$ cat src/rtl/hpdcache_bank_xbar_q.sv
// ----------------------------------------------------------------------------
// hpdcache_bank_xbar_q
//
// Crossbar between NREQ cache requesters and NBANK cache banks.
//
// Request path: each requester names a bank through a bit field of its
// address offset. Every bank arbitrates combinationally among the requesters
// that target it, using either fixed priority (lowest index wins) or
// round-robin. The cycle after a bank accepts a request, the crossbar
// forwards that requester's 2nd-cycle abort and tag/PMA to the bank.
//
// Response path: each bank response carries a destination requester id.
// Every requester arbitrates round-robin among the banks that target it. The
// winner goes into a small per-requester first-word-fall-through FIFO.
// Responses whose id names no requester are accepted and dropped.
//
// Handshake semantics (all ports): a transfer happens on a rising clk_i edge
// where valid and ready are both 1. Ready may depend combinationally on
// valid. A response producer keeps its valid and payload stable until the
// transfer happens.
//
// Ports:
//   clk_i, rst_i          clock; synchronous active-high reset
//   core_req_*            per-requester request, offset, 2nd-cycle abort/s2
//   core_rsp_*            per-requester response (FIFO head)
//   bank_req_*            per-bank granted request and 2nd-cycle abort/s2
//   bank_rsp_*            per-bank response with destination id
// ----------------------------------------------------------------------------
module hpdcache_bank_xbar_q #(
    parameter int unsigned NREQ      = 4,
    parameter int unsigned NBANK     = 2,
    parameter int unsigned REQ_W     = 64,
    parameter int unsigned OFF_W     = 12,
    parameter int unsigned BSEL_LSB  = 3,
    parameter int unsigned S2_W      = 34,
    parameter int unsigned RSP_W     = 64,
    parameter int unsigned SID_W     = 3,
    parameter int unsigned RSP_DEPTH = 2,
    parameter int unsigned ARB_RR    = 1
) (
    input  logic                    clk_i,
    input  logic                    rst_i,
    input  logic [NREQ-1:0]         core_req_valid_i,
    output logic [NREQ-1:0]         core_req_ready_o,
    input  logic [NREQ*REQ_W-1:0]   core_req_i,
    input  logic [NREQ*OFF_W-1:0]   core_req_off_i,
    input  logic [NREQ-1:0]         core_req_abort_i,
    input  logic [NREQ*S2_W-1:0]    core_req_s2_i,
    output logic [NREQ-1:0]         core_rsp_valid_o,
    input  logic [NREQ-1:0]         core_rsp_ready_i,
    output logic [NREQ*RSP_W-1:0]   core_rsp_o,
    output logic [NBANK-1:0]        bank_req_valid_o,
    input  logic [NBANK-1:0]        bank_req_ready_i,
    output logic [NBANK*REQ_W-1:0]  bank_req_o,
    output logic [NBANK-1:0]        bank_abort_o,
    output logic [NBANK*S2_W-1:0]   bank_s2_o,
    input  logic [NBANK-1:0]        bank_rsp_valid_i,
    output logic [NBANK-1:0]        bank_rsp_ready_o,
    input  logic [NBANK*RSP_W-1:0]  bank_rsp_i,
    input  logic [NBANK*SID_W-1:0]  bank_rsp_sid_i
);

    localparam int unsigned BW  = (NBANK > 1) ? $clog2(NBANK) : 1;
    localparam int unsigned RIW = (NREQ > 1) ? $clog2(NREQ) : 1;
    localparam int unsigned DW  = (RSP_DEPTH > 1) ? $clog2(RSP_DEPTH) : 1;
    localparam int unsigned CW  = $clog2(RSP_DEPTH + 1);

    // ------------------------------------------------------------------
    // Request path
    // ------------------------------------------------------------------
    logic [BW-1:0]  bid      [NREQ];
    logic [RIW-1:0] rr_ptr_q [NBANK];
    logic [NBANK-1:0] gnt_vld;
    logic [RIW-1:0] gnt_idx  [NBANK];
    logic [NBANK-1:0] bank_hs;
    logic [NBANK-1:0] s2_vld_q;
    logic [RIW-1:0] s2_idx_q [NBANK];

    for (genvar r = 0; r < NREQ; r++) begin : g_bid
        if (NBANK > 1) begin : g_multi
            assign bid[r] = core_req_off_i[r*OFF_W + BSEL_LSB +: BW];
        end else begin : g_single
            assign bid[r] = '0;
        end
    end

    // Per-bank search for the first valid requester targeting the bank,
    // starting at index 0 (fixed priority) or at the bank's pointer.
    always_comb begin : req_arb
        logic [RIW:0]   sum;
        logic [RIW-1:0] idx;
        sum = '0;
        idx = '0;
        for (int b = 0; b < NBANK; b++) begin
            gnt_vld[b] = 1'b0;
            gnt_idx[b] = '0;
            for (int i = 0; i < NREQ; i++) begin
                if (ARB_RR != 0) begin
                    sum = {1'b0, rr_ptr_q[b]} + (RIW+1)'(i);
                    if (sum >= (RIW+1)'(NREQ)) begin
                        sum = sum - (RIW+1)'(NREQ);
                    end
                end else begin
                    sum = (RIW+1)'(i);
                end
                idx = sum[RIW-1:0];
                if (!gnt_vld[b] && core_req_valid_i[idx] && (bid[idx] == BW'(b))) begin
                    gnt_vld[b] = 1'b1;
                    gnt_idx[b] = idx;
                end
            end
        end
    end

    always_comb begin : req_out
        for (int r = 0; r < NREQ; r++) begin
            core_req_ready_o[r] = !rst_i && gnt_vld[bid[r]]
                                  && (gnt_idx[bid[r]] == RIW'(r))
                                  && bank_req_ready_i[bid[r]];
        end
        for (int b = 0; b < NBANK; b++) begin
            bank_req_valid_o[b] = gnt_vld[b] && !rst_i;
            bank_req_o[b*REQ_W +: REQ_W] = gnt_vld[b]
                ? core_req_i[32'(gnt_idx[b])*REQ_W +: REQ_W] : '0;
            bank_abort_o[b] = s2_vld_q[b] && core_req_abort_i[s2_idx_q[b]];
            bank_s2_o[b*S2_W +: S2_W] = s2_vld_q[b]
                ? core_req_s2_i[32'(s2_idx_q[b])*S2_W +: S2_W] : '0;
        end
    end

    assign bank_hs = bank_req_valid_o & bank_req_ready_i;

    // s2_vld marks the cycle right after an accepted request; a new
    // handshake on the same bank keeps it set for the next request.
    always_ff @(posedge clk_i) begin : req_state
        if (rst_i) begin
            for (int b = 0; b < NBANK; b++) begin
                rr_ptr_q[b] <= '0;
                s2_vld_q[b] <= 1'b0;
                s2_idx_q[b] <= '0;
            end
        end else begin
            for (int b = 0; b < NBANK; b++) begin
                if (bank_hs[b]) begin
                    rr_ptr_q[b] <= (gnt_idx[b] == RIW'(NREQ-1)) ? '0 : gnt_idx[b] + 1'b1;
                    s2_vld_q[b] <= 1'b1;
                    s2_idx_q[b] <= gnt_idx[b];
                end else begin
                    s2_vld_q[b] <= 1'b0;
                end
            end
        end
    end

    // ------------------------------------------------------------------
    // Response path
    // ------------------------------------------------------------------
    logic [BW-1:0]    rsp_ptr_q     [NREQ];
    logic [BW-1:0]    rsp_win       [NREQ];
    logic [NREQ-1:0]  rsp_push;
    logic [NREQ-1:0]  rsp_pop;
    logic [RSP_W-1:0] rsp_push_data [NREQ];
    logic [NREQ-1:0]  fifo_full;
    logic [RSP_W-1:0] fifo_mem_q    [NREQ][RSP_DEPTH];
    logic [DW-1:0]    fifo_wptr_q   [NREQ];
    logic [DW-1:0]    fifo_rptr_q   [NREQ];
    logic [CW-1:0]    fifo_cnt_q    [NREQ];

    function automatic logic [DW-1:0] ptr_inc(input logic [DW-1:0] p);
        return (p == DW'(RSP_DEPTH-1)) ? '0 : p + 1'b1;
    endfunction

    for (genvar r = 0; r < NREQ; r++) begin : g_fifo_out
        assign fifo_full[r]                = (fifo_cnt_q[r] == CW'(RSP_DEPTH));
        assign core_rsp_valid_o[r]         = (fifo_cnt_q[r] != '0);
        assign core_rsp_o[r*RSP_W +: RSP_W] = fifo_mem_q[r][fifo_rptr_q[r]];
    end

    assign rsp_pop = core_rsp_valid_o & core_rsp_ready_i;

    // Each requester picks one bank round-robin; a bank is only released
    // when its response actually enters the FIFO. A pop in the same cycle
    // does not free a slot for a push (no bypass).
    always_comb begin : rsp_arb
        logic [BW:0]   sum;
        logic [BW-1:0] bb;
        logic          found;
        sum              = '0;
        bb               = '0;
        found            = 1'b0;
        bank_rsp_ready_o = '0;
        rsp_push         = '0;
        for (int r = 0; r < NREQ; r++) begin
            rsp_win[r]       = '0;
            rsp_push_data[r] = '0;
            found            = 1'b0;
            for (int i = 0; i < NBANK; i++) begin
                sum = {1'b0, rsp_ptr_q[r]} + (BW+1)'(i);
                if (sum >= (BW+1)'(NBANK)) begin
                    sum = sum - (BW+1)'(NBANK);
                end
                bb = sum[BW-1:0];
                if (!found && bank_rsp_valid_i[bb]
                    && (32'(bank_rsp_sid_i[32'(bb)*SID_W +: SID_W]) == r)) begin
                    found      = 1'b1;
                    rsp_win[r] = bb;
                end
            end
            if (found && !fifo_full[r]) begin
                rsp_push[r]                = 1'b1;
                bank_rsp_ready_o[rsp_win[r]] = 1'b1;
                rsp_push_data[r]           = bank_rsp_i[32'(rsp_win[r])*RSP_W +: RSP_W];
            end
        end
        // Responses addressed to no requester are swallowed.
        for (int b = 0; b < NBANK; b++) begin
            if (32'(bank_rsp_sid_i[b*SID_W +: SID_W]) >= NREQ) begin
                bank_rsp_ready_o[b] = 1'b1;
            end
        end
        if (rst_i) begin
            bank_rsp_ready_o = '0;
            rsp_push         = '0;
        end
    end

    always_ff @(posedge clk_i) begin : rsp_state
        if (rst_i) begin
            for (int r = 0; r < NREQ; r++) begin
                rsp_ptr_q[r]   <= '0;
                fifo_wptr_q[r] <= '0;
                fifo_rptr_q[r] <= '0;
                fifo_cnt_q[r]  <= '0;
            end
        end else begin
            for (int r = 0; r < NREQ; r++) begin
                if (rsp_push[r]) begin
                    fifo_wptr_q[r] <= ptr_inc(fifo_wptr_q[r]);
                    rsp_ptr_q[r]   <= (rsp_win[r] == BW'(NBANK-1)) ? '0 : rsp_win[r] + 1'b1;
                end
                if (rsp_pop[r]) begin
                    fifo_rptr_q[r] <= ptr_inc(fifo_rptr_q[r]);
                end
                if (rsp_push[r] && !rsp_pop[r]) begin
                    fifo_cnt_q[r] <= fifo_cnt_q[r] + 1'b1;
                end else if (!rsp_push[r] && rsp_pop[r]) begin
                    fifo_cnt_q[r] <= fifo_cnt_q[r] - 1'b1;
                end
            end
        end
    end

    // Storage needs no reset: only slots below the occupancy are visible.
    always_ff @(posedge clk_i) begin : rsp_mem
        for (int r = 0; r < NREQ; r++) begin
            if (rsp_push[r]) begin
                fifo_mem_q[r][fifo_wptr_q[r]] <= rsp_push_data[r];
            end
        end
    end

endmodule

$ cat config.mk
export PLATFORM = sky130hd
export DESIGN_NAME = hpdcache_bank_xbar_q
export DESIGN_NICKNAME = d
export VERILOG_FILES = /design/src/rtl/hpdcache_bank_xbar_q.sv
export SDC_FILE = /design/constraint.sdc
export NUM_CORES = 1
export LEC_CHECK = 0
export ABC_AREA = 1
export BUFFER_PORTS_ARGS = -buffer_cell sky130_fd_sc_hd__buf_4
export CORE_AREA = 2 2 413 415
export DETAILED_ROUTE_END_ITERATION = 8
export DIE_AREA = 0 0 415 417
export GPL_ROUTABILITY_DRIVEN = 1
export PLACE_DENSITY_LB_ADDON = 0.1
export SLEW_MARGIN = 5
export SYNTH_ARGS = -nofsm -noshare
export SYNTH_HDL_FRONTEND = slang
export SYNTH_SLANG_ARGS = --single-unit
$ cat constraint.sdc
create_clock -name clk_i -period 6.6 [get_ports clk_i]
set_input_delay 0.33 -clock clk_i [delete_from_list [all_inputs] [get_ports clk_i]]
set_output_delay 0.33 -clock clk_i [all_outputs]
set_load 0.05 [all_outputs]
* Word-level counts from Yosys, hierarchy flattened
Memories as Yosys holds them, arrays and structs flattened. Index checks and enable logic that the tools add are counted.
Word-level totals: register bits 2, RAM bits 540, output and inout port bits 466, memories kept 7
Cells by class: add/sub/neg operators 48, $mul 10, magnitude comparators 72, eq/ne operators 15, shifts and indexed selects 16, muxes and demuxes 286, bitwise logic cells 53, reductions and logical operators 92
Memory list:
- fifo_mem_q | words 4, width 128, read ports 4, clocked after memory_dff 0, wr ports 4, RTL line 164 | logic [RSP_W-1:0] fifo_mem_q [NREQ][RSP_DEPTH];
- fifo_cnt_q | words 4, width 2, read ports 4, clocked after memory_dff 0, wr ports 4, RTL line 167 | logic [CW-1:0] fifo_cnt_q [NREQ];
- fifo_rptr_q | words 4, width 1, read ports 4, clocked after memory_dff 0, wr ports 4, RTL line 166 | logic [DW-1:0] fifo_rptr_q [NREQ];
- fifo_wptr_q | words 4, width 1, read ports 4, clocked after memory_dff 0, wr ports 4, RTL line 165 | logic [DW-1:0] fifo_wptr_q [NREQ];
- rr_ptr_q | words 2, width 2, read ports 2, clocked after memory_dff 0, wr ports 2, RTL line 72 | logic [RIW-1:0] rr_ptr_q [NBANK];
- rsp_ptr_q | words 4, width 1, read ports 4, clocked after memory_dff 0, wr ports 4, RTL line 158 | logic [BW-1:0] rsp_ptr_q [NREQ];
- +1 memories
Operators by type and width (number):
- two-way mux 64 bit | 22
- two-way mux 128 bit | 4
- variable part select 128 x 8 -> 64 bit | 4
- variable part select 256 x 9 -> 64 bit | 2
- variable part select 136 x 9 -> 34 bit | 2
- demux 64 bit (select 1 bit) | 4
- two-way mux 1 bit | 184
- two-way mux 2 bit | 47
- two-way mux 34 bit | 2
- logical AND 1 bit | 62
- >= comparator 3 bit (second input constant) | 16
- variable part select 6 x 4 -> 3 bit | 8
- binary-select mux 1 bit (select 2 bit) | 18
- >= comparator 2 bit (second input constant) | 16
- < comparator 1 x 2 -> 1 bit (second input constant) | 16
- < comparator 2 x 3 -> 1 bit (second input constant) | 10
- multiplier 1 x 2 -> 3 bit (second input constant) | 8
- inverter 1 -> 2 bit | 12
- inverter 2 -> 3 bit | 8
- OR 1 bit | 24
- subtractor 2 x 1 -> 2 bit (second input constant) | 12
- logical NOT 1 bit | 23
- == test 2 bit (second input constant) | 8
- multiplier 2 x 5 -> 7 bit (second input constant) | 2
- other kinds (22) | 78

* Longest topological paths before layout
Gate-level depths: netlist of the first run. An unclocked memory read counts as a cell.
depth after elaboration 28, mapped depth 17, depth with buffers taken out 14

* Worst setup path before layout of the first run
OpenSTA, ideal clock, no wires.
path kind register to register, start point memory fifo_cnt_q[3][0] (netlist bit), end point memory fifo_wptr_q[0][3] (netlist bit) (data pin), data arrival time 3579 ps, path slack 2276 ps, cell stages (with the launch flop) 8, period minus slack after synthesis 4324 ps, cells stage by stage edfxtp_1 > inv_1 > ha_1 > inv_1 > nand2_1 > nor2_1 > inv_1 > nor2_1
RTL lines (RTL line):
- from (decl) | 167
- to (decl) | 165

==> metrics.md, run 1 <==
| Metric | Value |
|---|---|
| Run status | completed |
| Synth async-reset ratio | 0% |
| Critical Path Fanout Max | 80 |
| Fin crit share | 76.7% |
| Syn Std Cell Area | 0.0307 mm^2 |
| Synth area leaders | edfxtp_1 53%, mux2_2 9.5%, nand2_1 9.1%, nand3_1 5.3%, o22ai_1 5.2% |
| Post-Route M1 WL | 77900 um |
| Ys flop type | edfxtp_1 |
| Crit-path slowest cell | nand2_4 |
| Synth-to-layout area growth | 39.4% |
| Worst relative slew slack | 23.7% |
| Post-synth top area share | 52.9% |
| Uppermost routed layer | met5 |
| VDD IR max | 1130 uV |
| Vias post-DR | 29200 |
| CP Cell Sequence | inv_2, nand2_1, nand2_1, nand3_1, nand2_2, nor2_4, nand3_1, nand2_4, nand2_4, buf_12, nand2_1, nand2_1, nand2_1, nand2_1, nor2_1, buf_4 |
| Slowest stage delay, CP | 0.68 ns |
| Avg Inst Size Synth | 9.24 um^2 |
| Setup crit end kind | primary output |
| Post-layout min period | about 5.1 ns |
| Final hold vios | 0 |
| Met3 WL | roughly 11000 um |
| Via density per instance | 4.50 |
| GRT Util Overall | 20.5% |
| Num ports | 1058 |
| Fillers | 18400 |
| Post-synthesis sequential area ratio | between 50 and 60% |
| Worst hold margin | 0.0744 ns |
| Clk buf depth | 3 |
| Vias in the first global route | roughly 29000 |
| Leading area contributor after synthesis | edfxtp_1 |
| Yosys reg bits | 542 |
| Die X | 415 um |
| Count of input and output buffers | 1013 |
| Largest net degree at the start of global routing | between 100 and 150 |
| Max-Cap Viols | 0 |
| Post-synth EDFFs | 540 |
| Global-route wire length before repair | around 250000 um |
| Setup Skew | 0.0588 ns |
| Routed WL per cell | 28.4 um |
| WS Path Type | flip-flop to primary output |
| Gr ovfl total | 0 |
| TNS Setup | 0 ns |
| Initial Util | 18.2% |
| Core Util, Final | 25.4% |
| Met2 Routed Length | around 90000 um |
| Clk pin slew, worst setup/hold paths | 0.06 ns |
| CTS sink count | 542 |
| DP HPWL | about 130000 um |
| Worst hold path class | primary input to flip-flop |
| Core Box Area | approximately 0.17 mm^2 |
| CTS HTree Levels | 3 |
| Cells after Synth | 3321 |
| Actual slew at the worst max-slew pin | approximately 1.1 ns |
| P per Cell Area | roughly 630 mW/mm^2 |
| Final WL | 184000 um |
| CTS tree | yes |
| CTS buffer count | 68 |
| Synth cell types | 36 |
| Total of warnings raised by yosys | 0 |
| RSZ-0062 raised after global routing | no |
| Final setup violation count | 0 |
| Share of layout cells above drive strength 1 | 34.2% |
| GPL Wtd Cong | 0.906 |
| DIE HEIGHT | 417 um |
| Skew-Pair Late Insertion Delay | between 0.6 and 0.7 ns |
| # DRC | 0 |
| Clock Tree Root | clkbuf_16 |
| CP Data Required Time | 6.27 ns |
| Syn nets | 3915 |
| Nets | 4806 |
| Die area | 0.173 mm^2 |
| Max Fclk | 197 MHz |
| Row cnt | 151 |
| Antenna-violating nets left | 0 |
| CP arrival | between 4 and 5 ns |
| DRT iter0 DRCs | between 2000 and 2500 |
| CP startpoint kind | flip-flop |
| Antenna violations before repair | around 60 |
| Leak | 18.0 nW |
| Crit-path most repeated cell | nand2_1 |
| Number of detailed-route iterations in the first pass | 5 |
| Final Total Pwr | between 0.02 and 0.03 W |
| Max-slew violations | 0 |
[sequential cells by signal, indices dropped and copies added (netlist names)]
| signal | flops |
|---|---|
| fifo_cnt_q | 8 |
| fifo_mem_q | 512 |
| fifo_rptr_q | 4 |
| fifo_wptr_q | 4 |
| rr_ptr_q | 4 |
| rsp_ptr_q | 4 |
| s2_idx_q | 4 |
| s2_vld_q | 2 |
[synthesized netlist by cell type, drive strengths merged, types with 3 or more instances]
library cell / number
nor2: 173
o21ai: 121
nand3: 326
clkinv: 3
edfxtp: 540
or2: 4
mux2: 259
nor3: 4
nand4: 5
a21oi: 156
clkbuf: 152
nand3b: 22
o22ai: 257
buf: 98
o211ai: 71
nand2: 747
inv: 370
[path summary, 6_finish.rpt]
kind	start	endpoint	slack, ns	cells after the start
max	rr_ptr_q[0][0]$_SDFFCE_PP0P_	bank_req_o[59]	1.54	16
min	core_rsp_ready_i[2]	fifo_rptr_q[2]$_SDFFCE_PP0P_	0.07	3
max reg2reg	rr_ptr_q[0][0]$_SDFFCE_PP0P_	rr_ptr_q[0][1]$_SDFFCE_PP0P_	3.20	12
min reg2reg	fifo_cnt_q[3][0]$_DFFE_PP_	fifo_cnt_q[3][0]$_DFFE_PP_	0.55	1
[per-stage QoR]
step           area (um^2)  instances  setup slack [ns]
6_report             42800       6493              1.54
4_1_cts              42700       6474              1.46
3_5_place_dp         40600       6357              2.24
3_3_place_gp         40600       6357              2.17
5_1_grt              42700       6486              1.25
2_1_floorplan        30700       3321              2.28
[critical path: cells and delay by family, from the launching register on]
kind                   cells  cell delay (ns)
DFF                        1             0.57
buffers and inverters      3             0.87
and+or+nand+nor           13             2.48
[report_power, final]
group	switching (W)	internal, W
clock	0.00156	0.00204
combinational	0.0147	0.00466
sequential	0.0000615	0.00388
[cell type report]
class | count | area [um^2] | area share [%]
diodes | 19 | 47.5 | 0.111
clock buffers | 85 | 1770 | 4.13
clock inverters | 29 | 359 | 0.840
inverters | 373 | 1400 | 3.28
multi-input cells | 2156 | 12100 | 28.2
flip-flops and latches | 542 | 16300 | 38.0
well taps | 2218 | 2780 | 6.49
repair buffers | 1071 | 8110 | 19.0
[kinds of logic (layout without fill, tap and decap cells)]
family / Yosys count / in the layout / share of synthesized area, %
adders and majority gates: 2 / 2 / 0.0816
other: 0 / 19 / 0
buffers and inverters: 623 / 1558 / 8.17
AOI/OAI and AO/OA: 609 / 609 / 11.6
muxes: 259 / 259 / 9.51
DFF: 542 / 542 / 53.0
and+or+nand+nor: 1284 / 1284 / 17.6
xor gates and xnor gates: 2 / 2 / 0.0816
[placed cells by master (no fill, tap or decap), types with 3 or more instances in the layout]
| master | synthesis | routed |
|---|---|---|
| or2_2 | 4 | 4 |
| inv_2 | 9 | 12 |
| diode_2 | 0 | 19 |
| buf_12 | 0 | 5 |
| clkinv_16 | 0 | 5 |
| nand2_4 | 0 | 6 |
| edfxtp_1 | 540 | 540 |
| o21ai_1 | 20 | 20 |
| nor3_1 | 4 | 4 |
| buf_4 | 9 | 1063 |
| a21oi_1 | 156 | 155 |
| nand2_2 | 7 | 7 |
| nor2_4 | 2 | 10 |
| clkinv_1 | 3 | 19 |
| clkbuf_16 | 0 | 68 |
| clkbuf_1 | 152 | 17 |
| nand2_1 | 740 | 734 |
| o22ai_1 | 257 | 257 |
| nand3b_1 | 22 | 22 |
| dlygate4sd3_1 | 0 | 3 |
| mux2_2 | 259 | 259 |
| nor2_1 | 170 | 162 |
| o211ai_1 | 71 | 71 |
| nand3_1 | 325 | 324 |
| nand4_1 | 5 | 5 |
| inv_1 | 361 | 357 |
| bufinv_16 | 0 | 3 |
| o21ai_0 | 101 | 100 |
[timing repair]
action,in CTS,in global routing
hold endpoints to repair,3,0
hold buffers,3,0
buffers inserted,0,0
resized for setup,0,0
[routing by layer]
metal / vias to the layer above / track usage (%)
met5: - / 0
met4: 40 / 4.78
met3: 202 / 5.20
met2: 981 / 35.1
met1: 14600 / 25.6
li1: 13400 / -
Note: power is estimated with default switching activity, not from simulation.
==> run 2, diff against run 1 <==
--- a/config.mk
+++ b/config.mk
@@ -5,11 +5,11 @@
 export SDC_FILE = /design/constraint.sdc
 export NUM_CORES = 1
 export LEC_CHECK = 0
-export ABC_AREA = 1
+export ABC_AREA = 0
 export BUFFER_PORTS_ARGS = -buffer_cell sky130_fd_sc_hd__buf_4
-export CORE_AREA = 2 2 413 415
+export CORE_AREA = 2 2 414 416
 export DETAILED_ROUTE_END_ITERATION = 8
-export DIE_AREA = 0 0 415 417
+export DIE_AREA = 0 0 416 418
 export GPL_ROUTABILITY_DRIVEN = 1
 export PLACE_DENSITY_LB_ADDON = 0.1
 export SLEW_MARGIN = 5
==> constraint.sdc (replaced) <==
create_clock -name clk_i -period 4.81 [get_ports clk_i]
set_input_delay 0.2405 -clock clk_i [delete_from_list [all_inputs] [get_ports clk_i]]
set_output_delay 0.2405 -clock clk_i [all_outputs]
set_load 0.05 [all_outputs]
==> run 2 against run 1 <==
Effect of this change: sequential cell count did not move; synthesized area shrank 5.4%; die area is 0.48% higher; synthesized cell count down 37%; clock skew down 0.028 ns; non-clock buffer count increased by 198; worst setup slack lost 0.52 ns; global-route usage decreased by 1.6 points; register-to-register slack got worse by 1.4 ns; critical endpoint is now bank_req_o[13]; highest routed layer unchanged.
==> metrics.md, run 2 <==
| Metric | Value |
|---|---|
| Vias post-DR | about 25000 |
| Fin area | 0.0435 mm^2 |
| CTS tree | yes |
| P per Cell Area | 350 mW/mm^2 |
| CP Data Required Time | 4.57 ns |
| Skew-Pair Late Insertion Delay | 0.67 ns |
| Synth-to-layout area growth | 49.9% |
| DP HPWL | 127000 um |
| Syn nets | ~2700 |
| GRT Util Overall | a little under a fifth |
| Fin crit share | about four fifths |
| Most frequent cell after synthesis | edfxtp_1 |
| CTS buffer count | 72 |
| Die X | around 420 um |
| Clk pwr share | between 30% and 40% |
| DIE HEIGHT | between 400 and 500 um |
| Antenna violations before repair | 43 |
| Final WL | 171000 um |
| CP Cell Sequence | or3b_1, a21oi_2, or3_2, buf_4, o22ai_1, buf_4 |
| Yosys reg bits | 542 |
| DRT iter0 DRCs | 1769 |
| Gr ovfl total | 0 |
| Internal Power | 0.00984 W |
| Nets | 3824 |
| Largest register FFs | slightly above 500 |
| Most frequent cells after synthesis | 540 x edfxtp_1, 256 x mux2_2, 192 x a22o_1 |
| Slowest stage delay, CP | between 0.7 and 0.8 ns |
| Syn Std Cell Area | ~0.029 mm^2 |
| CTS HTree Levels | 3 |
| Die area | between 0.15 and 0.2 mm^2 |
| Number of detailed-route iterations in the first pass | 5 |
| Sequential power share | between 30% and 40% |
| TNS Setup | 0 ns |
| Most frequent cells in the layout | 1058 x buf_4, 540 x edfxtp_1, 256 x mux2_2, 197 x dlygate4sd3_1, 192 x a22o_1 |
| Share of layout cells above drive strength 1 | 47.7% |
| Total of warnings raised by yosys | 0 |
| CP arrival | 3.55 ns |
| Synth area leaders | edfxtp_1 56%, mux2_2 9.9%, a22o_1 5.8%, mux4_2 5.4%, mux2i_1 4.5% |
| Worst hold start | core_rsp_ready_i[3] |
| Clock Tree Root | clkbuf_16 |
| Post-synth top area share | 55.9% |
| Final setup violation count | 0 |
| VDD IR max | about 230 uV |
| Synth async-reset ratio | 0% |
| Count of input and output buffers | 1013 |
| Setup Skew | 0.0312 ns |
| Max Fclk | between 200 and 300 MHz |
| Vias in the first global route | around 26000 |
| Ys flop type | edfxtp_1 |
| Antenna-violating nets left | 0 |
| RSZ-0062 raised after global routing | no |
| Post-synth EDFFs | 540 |
| Max-slew violations | 0 |
| Clk buf depth | 3 |
| Setup crit end kind | primary output |
| CTS sink count | approximately 540 |
| CP startpoint kind | flip-flop |
| Critical path startpoint | rr_ptr_q[0][1]$_SDFFCE_PP0P_ |
| Routed WL per cell | approximately 31 um |
| Worst relative slew slack | 15.7% |
| Largest net degree at the start of global routing | 89 |
| Leading area contributor after synthesis | edfxtp_1 |
| Via density per instance | 4.47 |
| Worst r2r src | fifo_cnt_q[3][0]$_DFFE_PP_ |
| Worst hold path class | primary input to flip-flop |
| Critical Path Fanout Max | 30 |
| Row cnt | 151 |
| Most common cell after layout, fill and taps aside | buf_4 |
| Max-Cap Viols | 0 |
| WS Path Type | flip-flop to primary output |
| Post-synthesis sequential area ratio | between 50% and 60% |
| # DRC | 0 |
| Switching power | 0.00538 W |
| Avg Inst Size Synth | 14.0 um^2 |
| Global-route wire length before repair | approximately 230000 um |
| Clk pin slew, worst setup/hold paths | 0.06 ns |
| Placement Cell Area | 0.0393 mm^2 |
| Final hold vios | 0 |
| Crit-path most repeated cell | buf_4 |
| GPL Wtd Cong | 0.935 |
| Run status | completed |
| Combinational power share | 31.1% |
| Post-layout min period | 3.79 ns |
| Switching Share | 35.3% |
| Core Box Area | around 0.17 mm^2 |
| Num ports | 1058 |
| Leak | ~16 nW |
| Synth cell types | 66 |
| Crit-path slowest cell | or3_2 |
| Actual slew at the worst max-slew pin | 1.26 ns |
| Cells after Synth | between 2000 and 2500 |
| Initial Util | between 15 and 20% |
run 2: cell types whose count changed after synthesis, moves of 73 or more:
| cell | previous run | this run |
|---|---|---|
| a21oi_1 | 156 | 78 |
| a221oi_1 | 0 | 99 |
| a22o_1 | 0 | 192 |
| and2_1 | 0 | 73 |
| inv_1 | 361 | 6 |
| mux2i_1 | 0 | 130 |
| nand2_1 | 740 | 144 |
| nand3_1 | 325 | 6 |
| nor2_1 | 170 | 76 |
| o21ai_0 | 101 | 0 |
| o22ai_1 | 257 | 64 |
run 2: cells by family after synthesis:
group                    after synthesis  share of synthesized area, %
XOR/XNOR                               4                         0.121
AO/OA/AOI/OAI                        487                          13.8
buffers and inverters                198                          3.47
adder cells (fa/ha/maj)                2                        0.0862
AND/OR/NAND/NOR                      390                          6.64
multiplexers                         456                          19.8
flip-flops                           542                          56.0
run 2: timing repair:
action	in CTS	in global routing
hold endpoints to repair	500	0
hold buffers	197	0
gates resized for setup	0	0
setup buffers	0	0
run 2: layout make-up:
type	count	area, um^2
clock buffers	85	1870
fillers	17800	126000
repair buffers	1269	10200
clock inverters	43	360
multi-input cells	1339	12000
diodes	12	30.0
inverters	6	22.5
well taps	2218	2780
flip-flops and latches	542	16300
run 2: worst max-delay path, delay by kind of cell (launching register included):
family	cells	cell delay (ns)
and+or+nand+nor	2	1.20
buffers and inverters	2	0.69
AOI/OAI and AO/OA	2	0.46
DFF	1	0.55
run 2: worst paths after layout:
path              slack [ns]                             end  depth (start not counted)
setup / recovery        1.02                  bank_req_o[13]                          6
hold / removal          0.14        fifo_rptr_q[3]$_DFFE_PP_                          3
setup reg to reg        1.81      fifo_mem_q[3][9]$_DFFE_PP_                          6
hold reg to reg         0.58  fifo_cnt_q[2][0]$_SDFFCE_PN0P_                          1
run 2: routing by layer:
layer / track usage [%] / wire [um]
met5: 0 / 145
met2: 33.4 / 86300
met1: 22.4 / 68800
met3: 5.77 / 12500
met4: 3.73 / 3310
run 2: per-stage QoR:
step           instances  worst slack [ns]  utilization (%)  power [W]  hold WS (ns)
6_report            5514              1.02             25.7     0.0152         0.145
4_1_cts             5502             0.903             25.7     0.0155         0.109
2_1_floorplan       2079             0.509                -    0.00818         0.324
3_3_place_gp        5177              1.27             23.2     0.0101         0.504
5_1_grt             5509             0.862             25.7     0.0158         0.140
3_5_place_dp        5177              1.18             23.2     0.0101         0.494
run 2: power by group through the flow:
stage               sequential [W]  combinational, W  clock, W
floorplan                  0.00539           0.00279         0
CTS                        0.00533           0.00479   0.00534
finish                     0.00532           0.00474   0.00515
detailed placement         0.00542           0.00465         0
global route               0.00533           0.00493   0.00550
global placement           0.00542           0.00464         0
